## src/rtl/aes_cbc_seq.sv

```systemverilog
// CBC-mode sequencer driving a single aes_core over a multi-block message.
// Optional abort input enabled by defining AES_CBC_SEQ_ABORT_EN.
module aes_cbc_seq #(
    parameter int CNT_W = 16
) (
    input  logic             clk,
    input  logic             reset_n,
    input  logic             start,
    input  logic             encdec,
    input  logic             keylen,
    input  logic             key_new,
    input  logic [127:0]     iv,
    input  logic [CNT_W-1:0] num_blocks,
    output logic             busy,
    output logic             done,
    input  logic             in_valid,
    output logic             in_ready,
    input  logic [127:0]     in_data,
    output logic             out_valid,
    input  logic             out_ready,
    output logic [127:0]     out_data,
    output logic             core_init,
    output logic             core_next,
    output logic             core_encdec,
    output logic             core_keylen,
    output logic [127:0]     core_block,
    input  logic             core_ready,
    input  logic [127:0]     core_result,
    input  logic             core_result_valid
`ifdef AES_CBC_SEQ_ABORT_EN
    ,
    input  logic             abort
`endif
);

    typedef enum logic [2:0] {
        IDLE, KINIT, KWAIT, WAIT_IN, BSTART, BWAIT, OUT, DONE
    } state_t;

    state_t           state;
    logic [127:0]     chain;
    logic [127:0]     hold_ct;
    logic [CNT_W-1:0] cnt;
    logic [CNT_W-1:0] nb_q;
    logic             guard;
    logic             abort_go;

    // Abort inside BWAIT holds off until the core is idle again.
    always_comb begin
        abort_go = 1'b0;
`ifdef AES_CBC_SEQ_ABORT_EN
        abort_go = abort && (state != IDLE) && (state != DONE) &&
                   !((state == BWAIT) && (guard || !core_ready));
`endif
    end

    always_ff @(posedge clk or negedge reset_n) begin
        if (!reset_n) begin
            state       <= IDLE;
            chain       <= '0;
            hold_ct     <= '0;
            cnt         <= '0;
            nb_q        <= '0;
            guard       <= 1'b0;
            busy        <= 1'b0;
            done        <= 1'b0;
            in_ready    <= 1'b0;
            out_valid   <= 1'b0;
            out_data    <= '0;
            core_init   <= 1'b0;
            core_next   <= 1'b0;
            core_encdec <= 1'b0;
            core_keylen <= 1'b0;
            core_block  <= '0;
        end else if (abort_go) begin
            state     <= DONE;
            done      <= 1'b1;
            in_ready  <= 1'b0;
            out_valid <= 1'b0;
            core_init <= 1'b0;
            core_next <= 1'b0;
        end else begin
            case (state)
                IDLE: begin
                    if (start) begin
                        core_encdec <= encdec;
                        core_keylen <= keylen;
                        chain       <= iv;
                        nb_q        <= num_blocks;
                        cnt         <= '0;
                        busy        <= 1'b1;
                        if (key_new) begin
                            state     <= KINIT;
                            core_init <= 1'b1;
                        end else begin
                            state    <= WAIT_IN;
                            in_ready <= (num_blocks != '0);
                        end
                    end
                end
                KINIT: begin
                    core_init <= 1'b0;
                    guard     <= 1'b1;
                    state     <= KWAIT;
                end
                KWAIT: begin
                    if (guard) begin
                        guard <= 1'b0;
                    end else if (core_ready) begin
                        state    <= WAIT_IN;
                        in_ready <= (cnt != nb_q);
                    end
                end
                WAIT_IN: begin
                    if (cnt == nb_q) begin
                        in_ready <= 1'b0;
                        done     <= 1'b1;
                        state    <= DONE;
                    end else if (in_valid && in_ready) begin
                        in_ready  <= 1'b0;
                        core_next <= 1'b1;
                        state     <= BSTART;
                        if (core_encdec) begin
                            core_block <= in_data ^ chain;
                        end else begin
                            core_block <= in_data;
                            hold_ct    <= in_data;
                        end
                    end
                end
                BSTART: begin
                    core_next <= 1'b0;
                    guard     <= 1'b1;
                    state     <= BWAIT;
                end
                BWAIT: begin
                    if (guard) begin
                        guard <= 1'b0;
                    end else if (core_ready && core_result_valid) begin
                        out_valid <= 1'b1;
                        state     <= OUT;
                        if (core_encdec) begin
                            out_data <= core_result;
                            chain    <= core_result;
                        end else begin
                            out_data <= core_result ^ chain;
                            chain    <= hold_ct;
                        end
                    end
                end
                OUT: begin
                    if (out_ready) begin
                        out_valid <= 1'b0;
                        cnt       <= cnt + 1'b1;
                        in_ready  <= ((cnt + 1'b1) != nb_q);
                        state     <= WAIT_IN;
                    end
                end
                DONE: begin
                    done  <= 1'b0;
                    busy  <= 1'b0;
                    state <= IDLE;
                end
                default: state <= IDLE;
            endcase
        end
    end

endmodule

```

## config.mk

```make
export PLATFORM = sky130hd
export DESIGN_NAME = aes_cbc_seq
export DESIGN_NICKNAME = d
export VERILOG_FILES = /design/src/rtl/aes_cbc_seq.sv
export SDC_FILE = /design/constraint.sdc
export NUM_CORES = 1
export LEC_CHECK = 0
export BUFFER_PORTS_ARGS = -buffer_cell sky130_fd_sc_hd__buf_2
export CAP_MARGIN = 5
export CORE_AREA = 2 2 265 267
export CTS_CLUSTER_DIAMETER = 200
export DETAILED_ROUTE_END_ITERATION = 12
export DIE_AREA = 0 0 267 269
export MAX_ROUTING_LAYER = met4
export PLACE_DENSITY = 0.69
export SYNTH_ARGS = -nofsm -noshare
export SYNTH_HDL_FRONTEND = slang
export SYNTH_SLANG_ARGS = --single-unit
```

## constraint.sdc

```tcl
create_clock -name clk -period 7 [get_ports clk]
set_input_delay 0.35 -clock clk [delete_from_list [all_inputs] [get_ports clk]]
set_output_delay 0.35 -clock clk [all_outputs]
set_load 0.1 [all_outputs]
```

; Yosys cells after proc, flatten, opt, wreduce, memory -nomap -nowiden
; Index checks and enable logic that the tools add are counted.
; W data, S select, Z words.
[word_totals]
elab_cells = 115
regBits = 556
input_bits = 410
[classes]
bitwise = 5
n_addsub = 1
n_mux = 43
eq_ne = 22
n_reduce_logical = 28
[op_table]
columns = operator, n
row1 = $mux W128, 6
row2 = $pmux W128 S2, 1
row3 = $xor A128 B128 Y128, 2
row4 = $mux W16, 2
row5 = $ne A16 B16 Y1, 2
row6 = $pmux W16 S2, 1
row7 = $mux W3, 8
row8 = $pmux W3 S8, 1
row9 = $ne A2 B2 Y1 const B, 11
row10 = $add A16 B1 Y16 const B, 1
row11 = $eq A16 B16 Y1, 1
row12 = $mux W1, 16
row13 = $reduce_bool A16 Y1, 1
row14 = $reduce_bool A2 Y1, 8
row15 = $reduce_and A3 Y1, 5
row16 = $reduce_and A7 Y1, 2
row17 = $eq A3 B3 Y1 const B, 4
row18 = $pmux W1 S2, 6
row19 = $reduce_and A4 Y1, 3
row20 = $eq A3 B2 Y1 const B, 2
row21 = $reduce_and A2 Y1, 3
row22 = $pmux W1 S4, 1
row23 = $reduce_bool A4 Y1, 1
row24 = $reduce_or A2 Y1, 2
row25 = other kinds (6), 9

; Longest topological paths before layout
[depth]
word_depth = 4
depth_mapped = 10

; Least setup slack after synthesis
; No wires, ideal clock.
[synth_timing]
path_kind = reg2reg
start = reg core_encdec
end = reg chain[125]
stages_incl_launch_ff = 8
t_arrival_ns = 2.416
period_less_slack_ns = 2.552
t_required_ns = 6.864
setup_time_ns = 0.136
setup_slack_ns = 4.448
path_cell_list = dfrtp_1 -> clkbuf_1 -> clkbuf_1 -> buf_1 -> mux2i_1 -> nand2_1 -> o21ai_0 -> o21ai_0
[synth_via]
elab_chain_cells = 4
[synth_lines]
columns = element, line_no
row1 = start: declaration, 24  ; output logic core_encdec,
row2 = start signal: assignment, 86  ; core_encdec <= encdec;
row3 = $mux W128, 142  ; if (core_encdec) begin
row4 = $mux W128, 139  ; end else if (core_ready && core_result_valid) begin
row5 = $mux W128, 137  ; if (guard) begin
row6 = $pmux W128 S2, 83  ; case (state)
row7 = end signal: assignment, 88  ; chain <= iv;
row8 = end signal: assignment, 144  ; chain <= core_result;
row9 = end signal: assignment, 147  ; chain <= hold_ct;
row10 = end: declaration, 41  ; logic [127:0] chain;
; No other way between the ends. The select of a mux whose other input is x is not followed.
; A chain may end at the register's enable or synchronous reset.

; Final worst setup path
[layout_timing]
start = reg cnt[3]
end = reg core_block[59]
[layout_via]
elab_chain_cells = 3
[layout_lines]
columns = element, line_no
row1 = start: declaration, 43  ; logic [CNT_W-1:0] cnt;
row2 = start signal: assignment, 154  ; cnt <= cnt + 1'b1;
row3 = $eq A16 B16 Y1, 115  ; if (cnt == nb_q) begin
row4 = $not A1 Y1 (no source line), n/a
row5 = $reduce_and A3 Y1 (no source line), n/a
row6 = end signal: assignment, 124  ; core_block <= in_data ^ chain;
row7 = end signal: assignment, 126  ; core_block <= in_data;
row8 = end: declaration, 26  ; output logic [127:0] core_block,
; No other way between the ends.

==> impl_metrics.toml <==
[logic_synthesis]
synth_edf_count = 0
yosysMostFrequentCell = "dfrtp_1"
yosys_register_bits = 556
synth-simple-area-share = 0.139
synth_top_area_frac = 0.517
synth_top_family_by_area = "simple AND/OR/NAND/NOR gates"
synth_common_cells = "dfrtp_1, nand2_1, nor2_1"
synth_seq_area_share = 0.517
synth_ff_type = "dfrtp_1"
synth_area_leaders = "dfrtp_1, nand2_1, mux2_1"
yosys.area_share.xor_xnor = 0.0941
yosysTopAreaCell = "dfrtp_1"
syn_inst = 2741
synth_adder_area_share = 0.000930
synth_area_sq_um = 26900
synthArstFlopShare = 1.00
avgSynthCellArea_sq_um = 9.81
synth_cell_types = 53
synth_nets = 3153
yosys-mux-area-fraction = 0.109
synth-compound-area-share = 0.108
ys_warn_count = 0

[global_route]
overflow = 0
grt_pass1_vias = 21600
grt_max_degree = 179
antenna_found_initial = 22
grt_use_total = 0.221
grt_pass1_wl_mm = 122

[floorplan]
die_w_um = 267
initial_core_util = 0.388
die_y_um = 269
core_area_sq_um = 69300
design.die.area_sq_um = 71800
io-pin-count = 674
std_cell_rows = 97

[route]
drtIter0Drc = 1547
viasPerCell = 4.93
wl_per_cell_um = 17.7
ant_nets = 0
wirelength_mm = 79.4
drc = 0
dr.pass1.iters = 5
vias = 22100

[setup_path]
rr_worst_depth = 9
cp_cell_sequence = "xor2_1, nor2_1, nand4_1, nor4_4, nor4b_4, buf_4, buf_12, nor2_1, a21oi_1"
crit_buf_inv = 2
slowest_stage = "buf_4"
start_kind = "register"
path_class = "register to register"
worstPathMaxFanout = 171
worst_setup_path_end_kind = "register"
required_ps = 7530
arrival_ps = 3990
cpMostUsedCell = "nor2_1"
r2r_start = "cnt[3]"
ff2ff_setup_slack_ps = 3540
critical-path-max-stage-delay_ps = 780
path_delay_family = "buffers and inverters"
rr_endpoint = "core_block[59]"

[cts]
cts-htree-levels = 2
cts_buffers = 61
clk_pin_slew_ps = 60
clk_path_buf_depth = 3
clkSinkCount = 556
tritoncts = "yes"
ctsResizeCount = 0
clk-insertion-delay-late_ps = 610
clockRootBuffer = "clkbuf_16"

[placement]
dp_hpwl_mm = 54.1
finalWeightedCongestion = 0.903
dpl_cell_area_sq_um = 30900
dp_slack_ps = 3700
port_buffers = 673

[cells_and_area]
fin_area_sq_um = 34500
final_nets = 3882
area_delta_synth_final_pct = 28.4
drive_above_1_share = 0.237

[worst_hold_path]
hold_path_class = "input port to register"
timing.hold.worst.start = "iv[55]"
whs_path_depth = 3
hold_end = "chain[55]"

[outcome]
outcome = "finished, final reports clean"

[sta]
finalSetupTns_ps = 0
post-route-period-util = 0.495
hold_violations = 0
grt_setup_unrepaired = "no"
setup_ws_ps = 3540
maxSlewHeadroom = 0.293
finalSetupViolCount = 0
slew_violations = 0
worst_slew_pin_slew_ps = 1060
min_period_ps = 3460
clock_skew_ps = 22.3
fmax_ghz = 0.289

[run]
cap_violations = 0
layout make-up:
type	count	area [sq um]
Timing Repair Buffer	852	5220
Tap cell	940	1180
Sequential cell	556	13900
Clock buffer	89	1780
Multi-Input combinational cell	1992	12200
Antenna cell	23	57.6
Inverter	7	26.3
Clock inverter	23	198
Fill cell	6259	34800
kinds of logic (layout without fill, tap and decap cells):
group / count (synthesis) / in the layout
fa+ha+maj: 2 / 2
flops: 556 / 556
simple gates: 864 / 864
other cells: 0 / 23
buf+inv: 193 / 971
mux: 275 / 275
xor+xnor: 289 / 289
compound gates: 562 / 562
worst min-delay path, stage by stage:
cell and delay, ps:
buf_2 70, o21ai_0 70, o21ai_0 130
routing by layer:
metal | up-vias | share of wire | global-route usage
met3 | 176 | 0.074 | 0.0545
met1 | 10600 | 0.41 | 0.269
li1 | 10600 | - | -
met4 | 0 | 0.039 | 0.0884
met2 | 741 | 0.48 | 0.354
met5 | - | 0 | -
state kept, by name, summed over array words and instances (netlist names), 3 cells and up:
signal      cells
hold_ct       128
out_data      128
cnt            16
chain         128
nb_q           16
state           3
core_block    128
stage by stage:
step           cells  hold WS, ps  utilization
3_3_place_gp    4189          466        0.446
2_1_floorplan   2741         54.4            -
6_report        4482         37.8        0.498
3_5_place_dp    4189          474        0.446
4_1_cts         4459        0.274        0.497
5_1_grt         4479         14.7        0.498
cell usage in the layout (no fill, tap or decap), types with 4 or more instances in the layout:
master	instances
mux2i_1	129
mux2_1	120
xnor2_1	147
clkinv_2	12
dfrtp_1	555
nor3_1	5
nor2_1	275
and3_1	4
diode_2	23
buf_12	8
o22ai_1	4
a31oi_1	10
nor2b_1	129
nand3_1	13
xor2_1	142
dlygate4sd3_1	158
buf_2	672
nor4_1	4
a21oi_1	268
clkinv_4	5
clkbuf_8	15
buf_4	13
nand2_1	404
clkbuf_16	61
mux2_2	26
inv_1	6
nand4_1	8
clkbuf_1	13
o21ai_0	265
how the worst max path moves through the flow:
stage | from | endpoint | slack [ps] | cells past startpoint
3_3_place_gp | cnt[3] | hold_ct[66] | 3820 | 9
4_1_cts | cnt[3] | core_block[58] | 3680 | 9
3_5_place_dp | state[2] | out_data[72] | 3700 | 6
2_1_floorplan | core_encdec | chain[125] | 4450 | 7
5_1_grt | cnt[3] | core_block[66] | 3310 | 9
6_report | cnt[3] | core_block[59] | 3540 | 9
repair_timing:
action,CTS,global route
hold buffers,158,0
hold endpoints to repair,274,0
buffers inserted,0,0
endpoints found under the setup margin,0,0
Power is left out: the tool's default activity adds up to more than one toggle a clock period on the data nets, which glitch-free logic cannot reach.
